--- config.mk ---
export PLATFORM = sky130hd
export DESIGN_NAME = div_remainder_unit
export DESIGN_NICKNAME = d
export VERILOG_FILES = /design/src/rtl/div_remainder_unit.sv
export SDC_FILE = /design/constraint.sdc
export NUM_CORES = 1
export LEC_CHECK = 0
export ABC_AREA = 1
export CAP_MARGIN = 0
export CORE_AREA = 2 2 138 140
export DETAILED_ROUTE_END_ITERATION = 7
export DIE_AREA = 0 0 140 142
export PLACE_DENSITY = 0.69
export SLEW_MARGIN = 20
export SYNTH_ARGS = -nofsm -noshare
export SYNTH_HDL_FRONTEND = slang
export SYNTH_SLANG_ARGS = --single-unit
export TNS_END_PERCENT = 10
--- constraint.sdc ---
create_clock -name Clk -period 6.05 [get_ports Clk]
set_input_delay 1.21 -clock Clk [delete_from_list [all_inputs] [get_ports Clk]]
set_output_delay 1.21 -clock Clk [all_outputs]
set_load 0.1 [all_outputs]
--- src/rtl/div_remainder_unit.sv ---
// div_remainder_unit
// Iterative restoring divider: one shift/subtract/restore step per clock on a
// 64-bit Remainder/Quotient register, with a Start/Ready handshake.
// Unsigned operands only; WIDTH must be 32.
//
// Ports:
//   Clk          in   rising-edge clock
//   Reset        in   asynchronous active-low reset
//   Start        in   request a new division (accepted in IDLE or DONE)
//   Dividend_in  in   [31:0] dividend, captured on the accepting edge
//   Divisor_in   in   [31:0] divisor, not latched; held stable until Ready
//   Quotient     out  [31:0] Rem[31:0]
//   Remainder    out  [31:0] Rem[63:32]
//   Busy         out  high while iterating
//   Ready        out  high while results are valid
//   Div_by_zero  out  high with Ready when the divisor was zero
module div_remainder_unit #(
  parameter int WIDTH = 32
) (
  input  logic             Clk,
  input  logic             Reset,
  input  logic             Start,
  input  logic [WIDTH-1:0] Dividend_in,
  input  logic [WIDTH-1:0] Divisor_in,
  output logic [WIDTH-1:0] Quotient,
  output logic [WIDTH-1:0] Remainder,
  output logic             Busy,
  output logic             Ready,
  output logic             Div_by_zero
);

  typedef enum logic [1:0] {
    IDLE = 2'd0,
    CALC = 2'd1,
    DONE = 2'd2
  } state_t;

  state_t             r_state;
  state_t             w_state_next;
  logic [2*WIDTH-1:0] r_rem;
  logic [4:0]         r_cnt;
  logic               r_dbz;

  logic               w_accept;
  logic               w_div_zero;
  logic               w_last;
  logic               w_c;
  logic [WIDTH-1:0]   w_s;
  logic [WIDTH:0]     w_d;

  assign w_div_zero = (Divisor_in == '0);
  assign w_accept   = Start && ((r_state == IDLE) || (r_state == DONE));
  assign w_last     = (r_cnt == 5'(WIDTH - 1));

  // The bit shifted out of the top of the remainder joins the trial
  // subtraction as a 33rd bit; without it divisors >= 2^31 go wrong.
  assign w_c = r_rem[2*WIDTH-1];
  assign w_s = {r_rem[2*WIDTH-2:WIDTH], r_rem[WIDTH-1]};
  assign w_d = {w_c, w_s} - {1'b0, Divisor_in};

  always_ff @(posedge Clk or negedge Reset) begin
    if (!Reset) begin
      r_state <= IDLE;
    end else begin
      r_state <= w_state_next;
    end
  end

  always_comb begin
    w_state_next = r_state;
    case (r_state)
      IDLE, DONE: begin
        if (Start) begin
          w_state_next = w_div_zero ? DONE : CALC;
        end
      end
      CALC: begin
        if (w_last) begin
          w_state_next = DONE;
        end
      end
      default: w_state_next = IDLE;
    endcase
  end

  always_ff @(posedge Clk or negedge Reset) begin
    if (!Reset) begin
      r_rem <= '0;
      r_cnt <= '0;
      r_dbz <= 1'b0;
    end else if (w_accept) begin
      r_cnt <= '0;
      if (w_div_zero) begin
        // Quotient reads all ones, remainder reads the dividend.
        r_rem <= {Dividend_in, {WIDTH{1'b1}}};
        r_dbz <= 1'b1;
      end else begin
        r_rem <= {{WIDTH{1'b0}}, Dividend_in};
        r_dbz <= 1'b0;
      end
    end else if (r_state == CALC) begin
      if (!w_d[WIDTH]) begin
        r_rem <= {w_d[WIDTH-1:0], r_rem[WIDTH-2:0], 1'b1};
      end else begin
        r_rem <= {w_s, r_rem[WIDTH-2:0], 1'b0};
      end
      r_cnt <= r_cnt + 5'd1;
    end
  end

  assign Quotient    = r_rem[WIDTH-1:0];
  assign Remainder   = r_rem[2*WIDTH-1:WIDTH];
  assign Busy        = (r_state == CALC);
  assign Ready       = (r_state == DONE);
  assign Div_by_zero = r_dbz && (r_state == DONE);

endmodule

* Word-level counts from Yosys, hierarchy flattened *
Index checks and enable logic that the tools add are counted.

storage, ports and cells
  bits in registers = 72

operators by class
  $add $sub $neg = 2
  equal/unequal tests = 5
  multiplexer cells = 11
  reductions and logical operators = 8

operators by type and width
  operator                                               count
  2-to-1 mux 64 bit                                      4
  subtractor 33 x 32 -> 33 bit                           1
  zero test 32 bit                                       1
  2-to-1 mux 5 bit                                       2
  2-to-1 mux 2 bit                                       3
  adder 5 x 1 -> 5 bit, second input constant            1
  == test 5 bit, second input constant                   1
  case mux 2 bit (2 select lines)                        1
  == test 2 x 1 -> 1 bit, second input constant          1
  == test 2 bit, second input constant                   1
  logical AND 1 bit                                      2
  zero test 2 bit                                        1
  inequality test 2 x 1 -> 1 bit, second input constant  1
  inequality test 2 bit, second input constant           1
  AND reduction 2 bit                                    1
  nonzero test 2 bit                                     1
  OR reduction 2 bit                                     1
  logical OR 1 bit                                       1
  2-to-1 mux 1 bit                                       1

* Longest topological paths before layout *
Gate-level depths: netlist of the first run.

  word-level depth = 4
  gate-level depth with buffers = 18
  gate-level depth less buffers = 17

* Worst setup path before layout of the first run *
OpenSTA, ideal clock, no wires.

  path kind = register to output
  from = register r_state[0]
  to = output Div_by_zero
  stages on the path, launching flop included = 2
  arrival = 2491 ps
  required time = 4840 ps
  slack = 2349 ps
  cells stage by stage = dfrtp_1 nor3_1

on the way
  cells in the longest elaborated chain, start to end = 2

RTL lines
  item                      RTL line  text
  start: declaration        38        state_t r_state;
  start signal: assignment  65        r_state <= w_state_next;
  == test 2 bit             115       assign Div_by_zero = r_dbz && (r_state == DONE);
  logical AND 1 bit         115
  end: declaration          29        output logic Div_by_zero

Every way passes these cells.

* Worst setup path in the final report of the first run *
  from = register r_state[0]
  to = output Busy

on the way
  cells in the longest elaborated chain, start to end = 1

RTL lines
  item                    RTL line  text
  == test 2 x 1 -> 1 bit  113       assign Busy = (r_state == CALC);
  end: declaration        27        output logic Busy,

Every way passes these cells.

==> out/results.ini, run 1 <==
[outcome]
run_status = finished with violations
violations_in_the_final_reports = design-rule violations

[clocking]
cts_tree = built
cts.reportedPaths.clkPinSlew_ns = 0.06
clk_root_buffer_cell = sky130_fd_sc_hd__clkbuf_16
cts-buffers-inserted = 9
postCtsSetupRepairBufs = 0
clockBufferDepth = 2
cts-htree-levels = 3
cts_repair_resize_count = 0
cts.sink_count = 72
cts_hold_buf = 0
clkLatencyLatePin_ns = 0.33

[critical_path]
critical_path.endpoint = Busy
worst_setup_path_start_kind = flip-flop
cp_endpoint_kind = output pin
crit-reg2reg-capture = r_rem[33]
ff2ff_setup_slack_ns = 3.30
worstPathCellList = inv_2 -> nor2_2 -> clkdlybuf4s50_1
cp_data_arrival_time_ns = 2.59
worst_r2r_path_depth = 16
timing_worst_setup_path_type = flip-flop to output pin
critPathRequiredTime_ns = 4.84
crit_path_start = r_state[0]
critical_path.max_fanout = 34
critical_path.slowest_cell = sky130_fd_sc_hd__clkdlybuf4s50_1
cpPeakStageDelay_ns = 1.20
critical_path.reg2reg.startpoint = r_rem[31]

[synthesis]
async_reset_ff_share_pct = 100
synth.cell_area_mm2 = 0.00729
ys_dominant_reg_cell = sky130_fd_sc_hd__dfrtp_1
synth-seq-area-share_pct = 24.7
synthesis.nets = 1287
netlist-cell-type-count = 39
postSynthAreaPerCell_um2 = 6.15
netlist.area_leader.share_pct = 24.7
yosysWarnings = 0
synth-edff-count = 0
synth.area.top_cells = sky130_fd_sc_hd__dfrtp_1, sky130_fd_sc_hd__nand2_1, sky130_fd_sc_hd__inv_1
synth_top_cell_by_area = sky130_fd_sc_hd__dfrtp_1
synthesis.instances = 1185
ys_seq_elements = 72

[sta]
rsz0062_at_grt = no
totalNegativeSetupSlack_ns = 0
min_period_over_period_pct = 62.8
max_slew_margin_pct = 34.2
worst_clock_skew_ns = 0.00656
final_hold_viol_count = 0
worst_slew_pin_slew_ns = 0.984
fin_crit_ns = 3.80
maxClockFrequency_mhz = 263
finalSetupViolCount = 0
timing.final.max_slew_violations = 0

[placement]
gp_routability_congestion = 0.946
port-buffer-count = 133
place.detailed.hpwl_um = 17200

[floorplan]
initial_utilization_pct = 39.5
io_pins = 134
die-area_mm2 = 0.0199
floorplan.core_area_mm2 = 0.0185
die_w_um = 140
std_cell_rows = 50
die_height_um = 142

[run]
cap_violations = 0

[grt]
grt_max_degree = 112
first_global_vias = 7154
overflow = 0
initial_antenna_violation_count = 0
globalRouteTotalUtil_pct = 21.9
global_route_wire_length_before_repair_um = 35300

[finish]
area_of_combinational_cells_with_multiple_inputs_mm2 = 0.00435
post_route_cells_drive_above_1_share_pct = 9.04
num_antenna_cells = 0
mostFrequentLayoutCells = sky130_fd_sc_hd__nand2_1, sky130_fd_sc_hd__inv_1, sky130_fd_sc_hd__clkdlybuf4s50_1
most_common_library_cell_in_the_layout_ignoring_fill_and_taps = sky130_fd_sc_hd__nand2_1
fin_nets = 1391
layout.area.seq_mm2 = 0.00180
layout.filler_cells = 1886
areaGrowthSynthToFinish_pct = 24.4

[detailed_routing]
dr_total_vias = 7572
dr.first_iter.drc_count = 482
detail-route-antenna-nets = 0
post_drt_wl_per_cell_um = 14.2
drt-pass1-iter-count = 8
post_drt_via_cell_ratio = 4.96
drt_drc_violations_left = 3
finalWirelength_um = 21600

[min_path]
min_path_type = flip-flop to flip-flop

==> worst min path at each step <==
stage / from / end / slack, ns / depth (start not counted)
final: r_cnt[4] / r_cnt[4] / 0.51 / 1
after global routing: r_cnt[4] / r_cnt[4] / 0.54 / 1
after CTS: r_cnt[0] / r_cnt[0] / 0.51 / 1
after detailed placement: r_cnt[4] / r_cnt[4] / 0.50 / 1
after global placement: r_cnt[0] / r_cnt[0] / 0.49 / 1
after floorplan: r_cnt[0] / r_cnt[0] / 0.47 / 1
==> metrics by stage <==
stage / utilization [%] / cells / hold slack [ns] / setup WS [ns] / area [µm²]
6_report: 49.1 / 1528 / 0.515 / 2.25 / 9070
5_1_grt: 49.1 / 1528 / 0.542 / 2.16 / 9070
4_1_cts: 49.1 / 1528 / 0.514 / 2.06 / 9060
3_5_place_dp: 47.4 / 1512 / 0.499 / 1.72 / 8740
3_3_place_gp: 47.2 / 1511 / 0.494 / 1.83 / 8710
2_1_floorplan: - / 1185 / 0.471 / 2.35 / 7290
==> layer usage <==
metal	part of all wire (%)	GRT usage [%]
met5	0	0
met3	5.4	2.49
met2	45	35.9
met4	2.8	7.50
met1	47	30.3
==> synth_stat cells, types with 17 or more instances <==
cell type                  number
sky130_fd_sc_hd__a21oi_1       39
sky130_fd_sc_hd__ha_1          34
sky130_fd_sc_hd__a31oi_1       30
sky130_fd_sc_hd__nand4_1       44
sky130_fd_sc_hd__inv_1        238
sky130_fd_sc_hd__buf_2         22
sky130_fd_sc_hd__nand3_1       80
sky130_fd_sc_hd__nand2_1      327
sky130_fd_sc_hd__a21oi_2       22
sky130_fd_sc_hd__clkbuf_1      17
sky130_fd_sc_hd__nand3_2       20
sky130_fd_sc_hd__dfrtp_1       72
sky130_fd_sc_hd__o21ai_0       35
sky130_fd_sc_hd__nand2_2       27
sky130_fd_sc_hd__nor2_1       106
==> flip-flops by register name (all words and copies together), names as in the netlist <==
| register | count |
|---|---|
| r_rem | 64 |
| r_cnt | 5 |
| r_state | 2 |
| r_dbz | 1 |
==> area by class of cell <==
type | instances | area share [%]
flip-flops and latches | 72 | 19.9
inverters | 246 | 10.2
well taps | 234 | 3.23
clock inverters | 7 | 1.06
clock buffers | 9 | 2.48
multi-input cells | 822 | 48.0
repair buffers | 138 | 15.2
==> kinds of logic (layout without fill, tap and decap cells) <==
family                   count (synthesis)  after routing  share of synthesized area (%)
AND/OR/NAND/NOR                        638            638                           40.2
adder cells (fa/ha/maj)                 35             35                           6.11
flip-flops                              72             72                           24.7
XOR/XNOR                                 9              9                           1.08
buffers and inverters                  291            400                           15.9
AO/OA/AOI/OAI                          140            140                           11.9
==> worst max-delay path, delay by kind of cell, from the launching register on <==
| kind | cells | cell delay (ns) |
|---|---|---|
| flops | 1 | 0.43 |
| buf+inv | 2 | 1.46 |
| simple gates | 1 | 0.37 |
Power of run 1 is left out: the tool's default activity adds up to more than one toggle a clock period on the data nets, which glitch-free logic cannot reach.
==> run 2, diff against run 1 <==
==> constraint.sdc (replaced) <==
create_clock -name Clk -period 3.5 [get_ports Clk]
set_input_delay 0.7 -clock Clk [delete_from_list [all_inputs] [get_ports Clk]]
set_output_delay 0.7 -clock Clk [all_outputs]
set_load 0.1 [all_outputs]
==> run 2 against run 1 <==
The run now ends clean. Register-to-register slack got worse by 2.5 ns. Via count rose by 1.9%. Sequential share of layout area rose by 0.074 points. Non-clock buffer count rose by 5. Largest cell class unchanged. Worst hold slack got worse by 0.040 ns. Highest routed layer unchanged.
==> out/results.ini, run 2 (synthesis gave the netlist of run 1 again) <==
[placement]
port-buffer-count = 133  ; unchanged
gp_routability_congestion = 0.927  ; -2.0%
place.detailed.hpwl_um = 17600  ; +2.5%

[clocking]
cts_tree = built
cts.sink_count = 72  ; unchanged
cts-htree-levels = 3  ; unchanged
cts_hold_buf = 0  ; unchanged
clockBufferDepth = 2  ; unchanged
clkLatencyLatePin_ns = 0.34  ; about the same
postCtsSetupRepairBufs = 0  ; unchanged
cts.reportedPaths.clkPinSlew_ns = 0.06  ; about the same
cts-buffers-inserted = 9  ; unchanged
clk_root_buffer_cell = sky130_fd_sc_hd__clkbuf_16
cts_repair_resize_count = 0  ; unchanged

[finish]
most_common_library_cell_in_the_layout_ignoring_fill_and_taps = sky130_fd_sc_hd__nand2_1
fin_nets = 1396  ; +0.36%
areaGrowthSynthToFinish_pct = 23.9
layout.filler_cells = 1900  ; +0.74%
mostFrequentLayoutCells = sky130_fd_sc_hd__nand2_1, sky130_fd_sc_hd__inv_1, sky130_fd_sc_hd__nor2_1
post_route_cells_drive_above_1_share_pct = 12.2  ; +3.2 points
largest_reg_flops = 64  ; unchanged
biggestRegsByFlops = r_rem: 64 flops, r_cnt: 5 flops, r_state: 2 flops
most_flop_heavy_register = r_rem
num_antenna_cells = 0  ; unchanged

[detailed_routing]
post_drt_wl_per_cell_um = 14.8  ; +4.3%
detail-route-antenna-nets = 0  ; unchanged
dr.first_iter.drc_count = 508  ; +5.4%
finalWirelength_um = 22600  ; +4.6%
dr_total_vias = 7719  ; +1.9%
drt-pass1-iter-count = 6  ; -2
post_drt_via_cell_ratio = 5.04  ; +1.6%
drt_drc_violations_left = 0  ; -3

[grt]
initial_antenna_violation_count = 0  ; unchanged
global_route_wire_length_before_repair_um = 36600  ; +3.7%
globalRouteTotalUtil_pct = 22.9  ; +0.98 points
grt_max_degree = 68  ; -39%
overflow = 0  ; unchanged
first_global_vias = 7141  ; -0.18%

[sta]
worst_clock_skew_ns = 0.00764  ; +0.00109 ns
timing.final.max_slew_violations = 0  ; unchanged
maxClockFrequency_mhz = 329
finalSetupViolCount = 0  ; unchanged
worst_slew_pin_slew_ns = 0.991  ; +0.00647 ns
totalNegativeSetupSlack_ns = 0  ; unchanged
fin_crit_ns = 3.04
max_slew_margin_pct = 33.8  ; -0.43 points
min_period_over_period_pct = 86.8
rsz0062_at_grt = no
final_hold_viol_count = 0  ; unchanged

[floorplan]
die_height_um = 142  ; unchanged
floorplan.core_area_mm2 = 0.0185  ; unchanged
io_pins = 134  ; unchanged
initial_utilization_pct = 39.5  ; unchanged
std_cell_rows = 50  ; unchanged
die-area_mm2 = 0.0199  ; unchanged
die_w_um = 140  ; unchanged

[critical_path]
critical_path.max_fanout = 16  ; -53%
cp_endpoint_kind = flip-flop
timing_worst_setup_path_type = input port to flip-flop
worst_setup_path_start_kind = input port
critPathRequiredTime_ns = 3.71  ; -1.13 ns
cp_data_arrival_time_ns = 3.25  ; +0.66 ns

[run]
cap_violations = 0  ; unchanged

[outcome]
run_status = finished, final reports clean

[min_path]
min_path_type = input port to async pin

==> run 2: cell types whose count changed in the layout (fill, tap and decap cells not counted), sizes merged <==
| cell | change |
|---|---|
| clkdlybuf4s50 | -37 |
| buf | +42 |
| clkinvlp | -3 |
| clkinv | +1 |
| clkbuf | +2 |
==> run 2: worst max-delay path, stage by stage <==
cell                              delay (ns)
sky130_fd_sc_hd__clkdlybuf4s50_1        0.46
sky130_fd_sc_hd__ha_1                   0.25
sky130_fd_sc_hd__fa_1                   0.41
sky130_fd_sc_hd__inv_1                  0.11
sky130_fd_sc_hd__nand2_1                0.05
sky130_fd_sc_hd__nand2_1                0.07
sky130_fd_sc_hd__nand3_1                0.08
sky130_fd_sc_hd__nand2_2                0.12
sky130_fd_sc_hd__nand2_2                0.08
sky130_fd_sc_hd__nand2_4                0.08
sky130_fd_sc_hd__nand2_4                0.07
sky130_fd_sc_hd__nand2_4                0.11
sky130_fd_sc_hd__nand2_4                0.13
sky130_fd_sc_hd__nand2_4                0.24
sky130_fd_sc_hd__nand2_1                0.08
sky130_fd_sc_hd__nand3_1                0.10
sky130_fd_sc_hd__a21oi_1                0.10
==> run 2: worst paths after layout <==
path / from / to / slack (ns) / cells after the start
max: Divisor_in[0] / r_rem[33] / 0.46 / 17
min: Reset / r_rem[39] / 0.47 / 1
max reg2reg: r_rem[31] / r_rem[33] / 0.83 / 17
min reg2reg: r_cnt[0] / r_cnt[0] / 0.51 / 1
max in group asynchronous: Reset / r_rem[29] / 2.32 / 2
min in group Clk: r_cnt[0] / r_cnt[0] / 0.51 / 1
==> run 2: metal layers <==
metal	up-vias	part of all wire, %	track usage [%]
met5	-	0	0
met4	0	1.9	6.38
met3	28	6.0	2.69
met2	230	46	37.1
met1	3513	46	32.5
li1	3948	-	-
==> run 2: cell type report <==
class | instances | area [µm²] | share of cell area [%]
Inverter | 246 | 923 | 10.2
Sequential cell | 72 | 1800 | 19.9
Tap cell | 234 | 293 | 3.24
Clock buffer | 11 | 253 | 2.80
Clock inverter | 5 | 78.8 | 0.873
Timing Repair Buffer | 143 | 1340 | 14.9
Multi-Input combinational cell | 822 | 4340 | 48.0
==> run 2: per-stage QoR <==
step                      hold WS (ns)  instance area, µm²  cells  utilization [%]  setup WS [ns]
final                            0.475                9030   1533             48.9          0.463
after global routing             0.539                9030   1533             48.9          0.265
after CTS                        0.498                9030   1533             48.9          0.484
after detailed placement         0.495                8700   1517             47.2          0.185
after global placement           0.492                8700   1517             47.2          0.258
after floorplan                  0.404                7290   1185                -          0.309
Power of run 2 is left out for the same reason.
==> run 3, diff against run 2 <==
--- a/config.mk
+++ b/config.mk
@@ -6,11 +6,12 @@
 export NUM_CORES = 1
 export LEC_CHECK = 0
 export ABC_AREA = 1
-export CAP_MARGIN = 0
+export CAP_MARGIN = 5
 export CORE_AREA = 2 2 138 140
 export DETAILED_ROUTE_END_ITERATION = 7
 export DIE_AREA = 0 0 140 142
 export PLACE_DENSITY = 0.69
+export REMOVE_ABC_BUFFERS = 1
 export SLEW_MARGIN = 20
 export SYNTH_ARGS = -nofsm -noshare
 export SYNTH_HDL_FRONTEND = slang
==> run 3 against run 2 <==
Maximum frequency up 1.3%. Register-to-register slack improved by 0.03 ns. Non-clock buffer count grew 1. Critical path depth did not move. Via count rose by 1.5%. Critical endpoint is now r_rem[49]. Die area did not move. Flip-flop and latch count unchanged.
==> out/results.ini, run 3 (synthesis gave the netlist of run 1 again) <==
[critical_path]
timing_worst_setup_path_type = input port to flip-flop
critPathRequiredTime_ns = 3.73  ; +0.02 ns
critical_path.max_fanout = 18  ; +2
worst_setup_path_start_kind = input port
cp_endpoint_kind = flip-flop
cp_data_arrival_time_ns = 3.23  ; -0.02 ns

[finish]
areaGrowthSynthToFinish_pct = 23.3
layout.filler_cells = 1886  ; -0.74%
fin_nets = 1397  ; +0.072%
layout.cell_area.non_filler_mm2 = 0.00899  ; -0.51%
post_route_cells_drive_above_1_share_pct = 13.6  ; +1.4 points
largest_reg_flops = 64  ; unchanged
most_common_library_cell_in_the_layout_ignoring_fill_and_taps = sky130_fd_sc_hd__nand2_1
biggestRegsByFlops = r_rem: 64 flops, r_cnt: 5 flops, r_state: 2 flops
mostFrequentLayoutCells = sky130_fd_sc_hd__nand2_1, sky130_fd_sc_hd__inv_1, sky130_fd_sc_hd__nor2_1
num_antenna_cells = 0  ; unchanged
most_flop_heavy_register = r_rem

[outcome]
run_status = finished, final reports clean

[placement]
place.detailed.hpwl_um = 17900  ; +1.8%
port-buffer-count = 133  ; unchanged
placement.cell_area_mm2 = 0.00867  ; -0.32%
dpl_worst_slack_ns = 0.154  ; -0.0314 ns
gp_routability_congestion = 0.975  ; +5.2%

[detailed_routing]
drt_drc_violations_left = 0  ; unchanged
post_drt_wl_per_cell_um = 15.2  ; +3.1%
finalWirelength_um = 23300  ; +3.2%
detail-route-antenna-nets = 0  ; unchanged
dr_total_vias = 7835  ; +1.5%
post_drt_via_cell_ratio = 5.11  ; +1.4%
drt-pass1-iter-count = 8  ; +2
dr.first_iter.drc_count = 694  ; +37%

[clocking]
cts_repair_resize_count = 0  ; unchanged
clk_root_buffer_cell = sky130_fd_sc_hd__clkbuf_16
cts_tree = built
postCtsSetupRepairBufs = 0  ; unchanged
cts.reportedPaths.clkPinSlew_ns = 0.07  ; about the same
cts_hold_buf = 0  ; unchanged
clkLatencyLatePin_ns = 0.35  ; about the same
cts.sink_count = 72  ; unchanged
cts-htree-levels = 3  ; unchanged
cts-buffers-inserted = 9  ; unchanged
clockBufferDepth = 2  ; unchanged

[sta]
worst_slew_pin_slew_ns = 1.00  ; +0.0119 ns
fin_crit_ns = 3.00  ; -0.0381 ns
postLayoutSetupSlackWorst_ns = 0.501  ; +0.0381 ns
timing.final.max_slew_violations = 0  ; unchanged
totalNegativeSetupSlack_ns = 0  ; unchanged
finalSetupViolCount = 0  ; unchanged
final_hold_viol_count = 0  ; unchanged
worst_clock_skew_ns = 0.00597  ; -0.00168 ns
rsz0062_at_grt = no
max_slew_margin_pct = 33.2  ; -0.59 points
min_period_over_period_pct = 85.7  ; -1.1 points
maxClockFrequency_mhz = 334  ; +1.3%

[grt]
first_global_vias = 7449  ; +4.3%
global_route_wire_length_before_repair_um = 37500  ; +2.6%
initial_antenna_violation_count = 0  ; unchanged
overflow = 0  ; unchanged
grt_max_degree = 73  ; +7.4%
globalRouteTotalUtil_pct = 23.6  ; +0.68 points

[run]
cap_violations = 0  ; unchanged

[floorplan]
die_height_um = 142  ; unchanged
std_cell_rows = 50  ; unchanged
io_pins = 134  ; unchanged
initial_utilization_pct = 39.5  ; unchanged
floorplan.core_area_mm2 = 0.0185  ; unchanged
die-area_mm2 = 0.0199  ; unchanged
die_w_um = 140  ; unchanged

[min_path]
min_path_type = input port to async pin

==> run 3: path summary, 6_finish.rpt <==
| kind | startpoint | endpoint | slack, ns | depth (start not counted) |
|---|---|---|---|---|
| min | Reset | r_rem[6] | 0.51 | 1 |
| min reg2reg | r_cnt[0] | r_cnt[0] | 0.51 | 1 |
| max reg2reg | r_rem[31] | r_rem[49] | 0.86 | 17 |
| max | Divisor_in[0] | r_rem[49] | 0.50 | 17 |
| max in group asynchronous | Reset | r_rem[25] | 2.33 | 1 |
| min in group Clk | r_cnt[0] | r_cnt[0] | 0.51 | 1 |
==> run 3: worst max-delay path, stage by stage <==
cell,delay [ns]
sky130_fd_sc_hd__clkdlybuf4s50_1,0.45
sky130_fd_sc_hd__ha_1,0.25
sky130_fd_sc_hd__fa_1,0.42
sky130_fd_sc_hd__inv_1,0.11
sky130_fd_sc_hd__nand2_1,0.06
sky130_fd_sc_hd__nand2_1,0.08
sky130_fd_sc_hd__nand3_1,0.08
sky130_fd_sc_hd__nand2_2,0.12
sky130_fd_sc_hd__nand2_2,0.08
sky130_fd_sc_hd__nand2_4,0.07
sky130_fd_sc_hd__nand2_4,0.07
sky130_fd_sc_hd__nand2_4,0.10
sky130_fd_sc_hd__nand2_8,0.12
sky130_fd_sc_hd__nand2_4,0.25
sky130_fd_sc_hd__nand2_1,0.09
sky130_fd_sc_hd__nand3_1,0.09
sky130_fd_sc_hd__a21oi_1,0.07
==> run 3: cell type report <==
class | instances | area [µm²] | share of cell area (%)
clock inverter | 6 | 73.8 | 0.821
clock buffer | 10 | 239 | 2.66
multi-input combinational | 822 | 4340 | 48.3
sequential | 72 | 1800 | 20.0
inverter | 246 | 923 | 10.3
tap | 234 | 293 | 3.26
timing repair buffer | 144 | 1310 | 14.6
==> run 3: through the flow <==
stage,util [%],hold slack [ns],instances
5_1_grt,48.7,0.540,1534
6_report,48.7,0.509,1534
3_3_place_gp,47.0,0.489,1518
2_1_floorplan,-,0.404,1140
3_5_place_dp,47.0,0.495,1518
4_1_cts,48.7,0.516,1534
==> run 3: layer usage <==
metal  track usage [%]  share of wire, %
met1              32.0                46
met2              38.8                45
met3              3.73               6.1
met4              7.39               2.2
met5                 0                 0
Power of run 3 is left out for the same reason.
==> variant 1, RTL diff (flow settings as in run 2) <==
Encoding of `state_t`: now one-hot (3 bits for 3 states).
--- a/src/rtl/div_remainder_unit.sv
+++ b/src/rtl/div_remainder_unit.sv
@@ -30,8 +30,8 @@
 );
 
-  typedef enum logic [1:0] {
-    IDLE = 2'd0,
-    CALC = 2'd1,
-    DONE = 2'd2
+  typedef enum logic [2:0] {
+    IDLE = 3'b001,
+    CALC = 3'b010,
+    DONE = 3'b100
   } state_t;
 
Behaviour: no difference found for any inputs over 10 cycles, from zero or initial values and one cycle with Reset low; not proved beyond that.
==> variant 1 against run 2 <==
Sequential cell count is 1 higher; area after synthesis increased by 1.1%; cell area is 0.15% higher; hold slack gained 0.017 ns; worst setup slack improved by 0.017 ns; die area did not move; first-iteration DRC count up 11%; critical path depth unchanged; wire length is 3.1% lower; via count is 3.7% lower.
Power is not shown: default switching activity piles up to over one toggle a cycle in this logic, so the estimate is an artifact.
==> variant 1: results (changes against run 2) <==
| Metric | Value |
|---|---|
| Largest net degree at the start of global routing | `74 (+8.8%)` |
| Dpl hpwl | `17400 um (-1.2%)` |
| Nets | `1371 (-1.8%)` |
| Slew HR | `0.351 (+0.0129)` |
| Count of cell types in the netlist | `42 (+7.7%)` |
| Share of cells above drive strength 1 | `0.132 (+0.00957)` |
| Post-synthesis xor/xnor area fraction | `0.0107 (-0.000114)` |
| Worst hold slack | `0.492 ns (+0.0174 ns)` |
| #MultiIn Comb | `763 (-7.2%)` |
| 1st-iter DRT viols | `564 (+11%)` |
| Vias per cell | `4.93 (-2.1%)` |
| Global-route wire length before repair | `35000 um (-4.4%)` |
| Clock buffer cells | `13 (+2)` |
| Area occupied by multi-input gates | `4270 um^2 (-1.6%)` |
| Final core occ | `0.490 (+0.000745)` |
| R2R setup slack | `0.80 ns (-0.03 ns)` |
| Placed instance count | `1492 (-1.6%)` |
| Biggest regs | `r_rem: 64 flops, r_cnt: 5 flops, r_state: 3 flops` |
| Compound-Gate Fraction of Synth Area | `0.128 (+0.00877)` |
| #FFs+latches synth | `73 (+1.4%)` |
| Status | `complete, no violations` |
| Worst Clk Skew | `0.00586 ns (-0.00178 ns)` |
| Top cells by count, synth | `294 x nand2_1, 272 x inv_1, 113 x nand3_1` |
| Vias in the first global route | `6956 (-2.6%)` |
| Post-Place Setup Slack | `0.179 ns (-0.00655 ns)` |
| Overall Global Routing Usage | `0.221 (-0.00834)` |
| Clk cell area share | `0.0313 (-0.00545)` |
| Seq/total area | `0.202 (+0.00260)` |
| Mapped Avg Cell Area | `6.42 um^2 (+4.4%)` |
| First-pass DRT Iterations | `7 (+1)` |
| Logic inverters | `279 (+13%)` |
| Buffering overhead | `0.146 (-0.00244)` |
| Syn nets | `1249 (-3.0%)` |
| DP Area | `8760 um^2 (+0.72%)` |
| Synth Area in Adders | `0.0605 (-0.000644)` |
| GPL Wtd Cong | `0.942 (+1.7%)` |
| Synth top area cells | `dfrtp_1 24%, nand2_1 15%, inv_1 14%, nand3_1 7.7%, ha_1 5.8%` |
| Fill cells | `1861 (-2.1%)` |
| Vias post-DR | `7430 (-3.7%)` |
variant 1: changes by cell type after synthesis, sizes merged, moves of 3 or more:
cell           run 2  this run
nand4             44        11
inv              245       278
a31oi             30         1
nand2            361       333
nor3               8        11
clkbuf            17         3
nor2             111        74
o21ai             35         7
nand3            101       135
o21bai             5        36
o22ai              3        31
variant 1: metal layers:
metal / wire (um) / track usage / share of wire
met3: 1200 / 0.0252 / 0.055
met4: 532 / 0.0739 / 0.024
met1: 10200 / 0.307 / 0.47
met5: 0 / 0 / 0
met2: 9980 / 0.359 / 0.46
variant 1: logic make-up (layout without fill, tap and decap cells):
logic type      Yosys count  in the layout
simple gates            579            579
compound gates          140            140
fa+ha+maj                35             35
flops                    73             73
buf+inv                 311            437
xor+xnor                  9              9
==> variant 2, RTL diff (settings of run 2) <==
Made on the original files. Register the input `Divisor_in` before use, with the module's reset. The logic sees it one clock later. The other inputs are not delayed to match.
--- a/src/rtl/div_remainder_unit.sv
+++ b/src/rtl/div_remainder_unit.sv
@@ -36,4 +36,14 @@
   } state_t;
 
+  logic [WIDTH-1:0] Divisor_q;
+
+  always_ff @(posedge Clk or negedge Reset) begin
+    if (!Reset) begin
+      Divisor_q <= '0;
+    end else begin
+      Divisor_q <= Divisor_in;
+    end
+  end
+
   state_t             r_state;
   state_t             w_state_next;
@@ -49,5 +59,5 @@
   logic [WIDTH:0]     w_d;
 
-  assign w_div_zero = (Divisor_in == '0);
+  assign w_div_zero = (Divisor_q == '0);
   assign w_accept   = Start && ((r_state == IDLE) || (r_state == DONE));
   assign w_last     = (r_cnt == 5'(WIDTH - 1));
@@ -57,5 +67,5 @@
   assign w_c = r_rem[2*WIDTH-1];
   assign w_s = {r_rem[2*WIDTH-2:WIDTH], r_rem[WIDTH-1]};
-  assign w_d = {w_c, w_s} - {1'b0, Divisor_in};
+  assign w_d = {w_c, w_s} - {1'b0, Divisor_q};
 
   always_ff @(posedge Clk or negedge Reset) begin
Behaviour: not the same (Yosys sat finds a counterexample within 4 cycles, from zero or initial values and one cycle with Reset low).
==> variant 2 against run 2 <==
The run now ends with DRC left; wire length is 2.7% higher; sequential cell count increased by 32; hold slack got worse by 0.016 ns; fmax up 5.9%; worst setup slack better by 0.17 ns; cell area up 8.6%; area after synthesis rose by 12%; count of clock-buffer cells in the layout unchanged; clock skew rose by 0.0028 ns; sequential share of layout area increased by 6.6 points; critical path type is now reg2reg; largest cell class unchanged.
Power is not shown: default switching activity piles up to over one toggle a cycle in this logic, so the estimate is an artifact.
==> variant 2: results (changes against run 2) <==
| Metric | Value |
|---|---|
| Vias in the first global route | `7132 (-0.13%)` |
| Post-synthesis xor/xnor area fraction | `0.00969 (-0.00112)` |
| Overall Global Routing Usage | `0.239 (+0.0102)` |
| Synth Area in Adders | `0.0548 (-0.00635)` |
| Drt total wl | `23300 um (+2.7%)` |
| Buffering overhead | `0.134 (-0.0150)` |
| #MultiIn Comb | `792 (-3.6%)` |
| Top cells by count, synth | `294 x nand2_1, 193 x inv_1, 104 x dfrtp_1` |
| Biggest regs | `r_rem: 64 flops, Divisor_q: 32 flops, r_cnt: 5 flops` |
| Fill cells | `1786 (-6.0%)` |
| Clk cell area share | `0.0311 (-0.00557)` |
| DRC violations left | `1 (+1)` |
| CP arrival | `3.16 ns (-0.09 ns)` |
| 1st-iter DRT viols | `572 (+13%)` |
| Worst Setup Path Type | `reg2reg` |
| Share of cells above drive strength 1 | `0.189 (+0.0662)` |
| FF-to-FF End | `r_rem[46]` |
| Synth top area cells | `dfrtp_1 32%, nand2_1 14%, inv_1 8.9%, ha_1 5.2%, nand3_2 5.0%` |
| Worst-Skew Late Latency | `0.36 ns (+0.02 ns)` |
| Nets | `1360 (-2.6%)` |
| Non-clk bufs | `142 (-0.70%)` |
| GPL Wtd Cong | `1.05 (+14%)` |
| Worst Clk Skew | `0.0105 ns (+0.00283 ns)` |
| Count of cell types in the netlist | `47 (+21%)` |
| Status | `finished, violations left` |
| R2R setup slack | `0.63 ns (-0.20 ns)` |
| Crit path launch | `r_rem[31]` |
| Compound-Gate Fraction of Synth Area | `0.110 (-0.00962)` |
| Seq/Total Area, Yosys | `0.320 (+0.0728)` |
| Largest net degree at the start of global routing | `70 (+2.9%)` |
| Failing checks | `DRC` |
| Slew HR | `0.347 (+0.00946)` |
| Vias per cell | `4.98 (-1.1%)` |
[variant 2: changes by cell type after synthesis, sizes merged, moves of 2 or more]
cell	before	now
a31oi	30	1
buf	28	19
o22ai	3	1
nand2	361	333
or2	0	31
clkbuf	17	13
o21ai	35	38
inv	245	209
xnor2	1	5
dfrtp	72	104
nand4	44	11
a21oi	62	87
xor2	8	4
[variant 2: per-layer routing]
metal / vias up / routed length [um] / track usage
met4: 0 / 428 / 0.0569
li1: 3781 / - / -
met2: 209 / 10700 / 0.388
met5: - / 0 / 0
met3: 26 / 1250 / 0.0360
met1: 3437 / 10800 / 0.340
[variant 2: per-stage QoR]
stage          setup WS, ns  hold WS (ns)  cell area, um^2  std cells
3_3_place_gp          0.747         0.475             9500       1481
3_5_place_dp          0.652         0.479             9500       1481
4_1_cts               0.622         0.492             9810       1496
6_report              0.633         0.458             9810       1496
2_1_floorplan        0.0806         0.404             8140       1137
5_1_grt               0.386         0.530             9810       1496
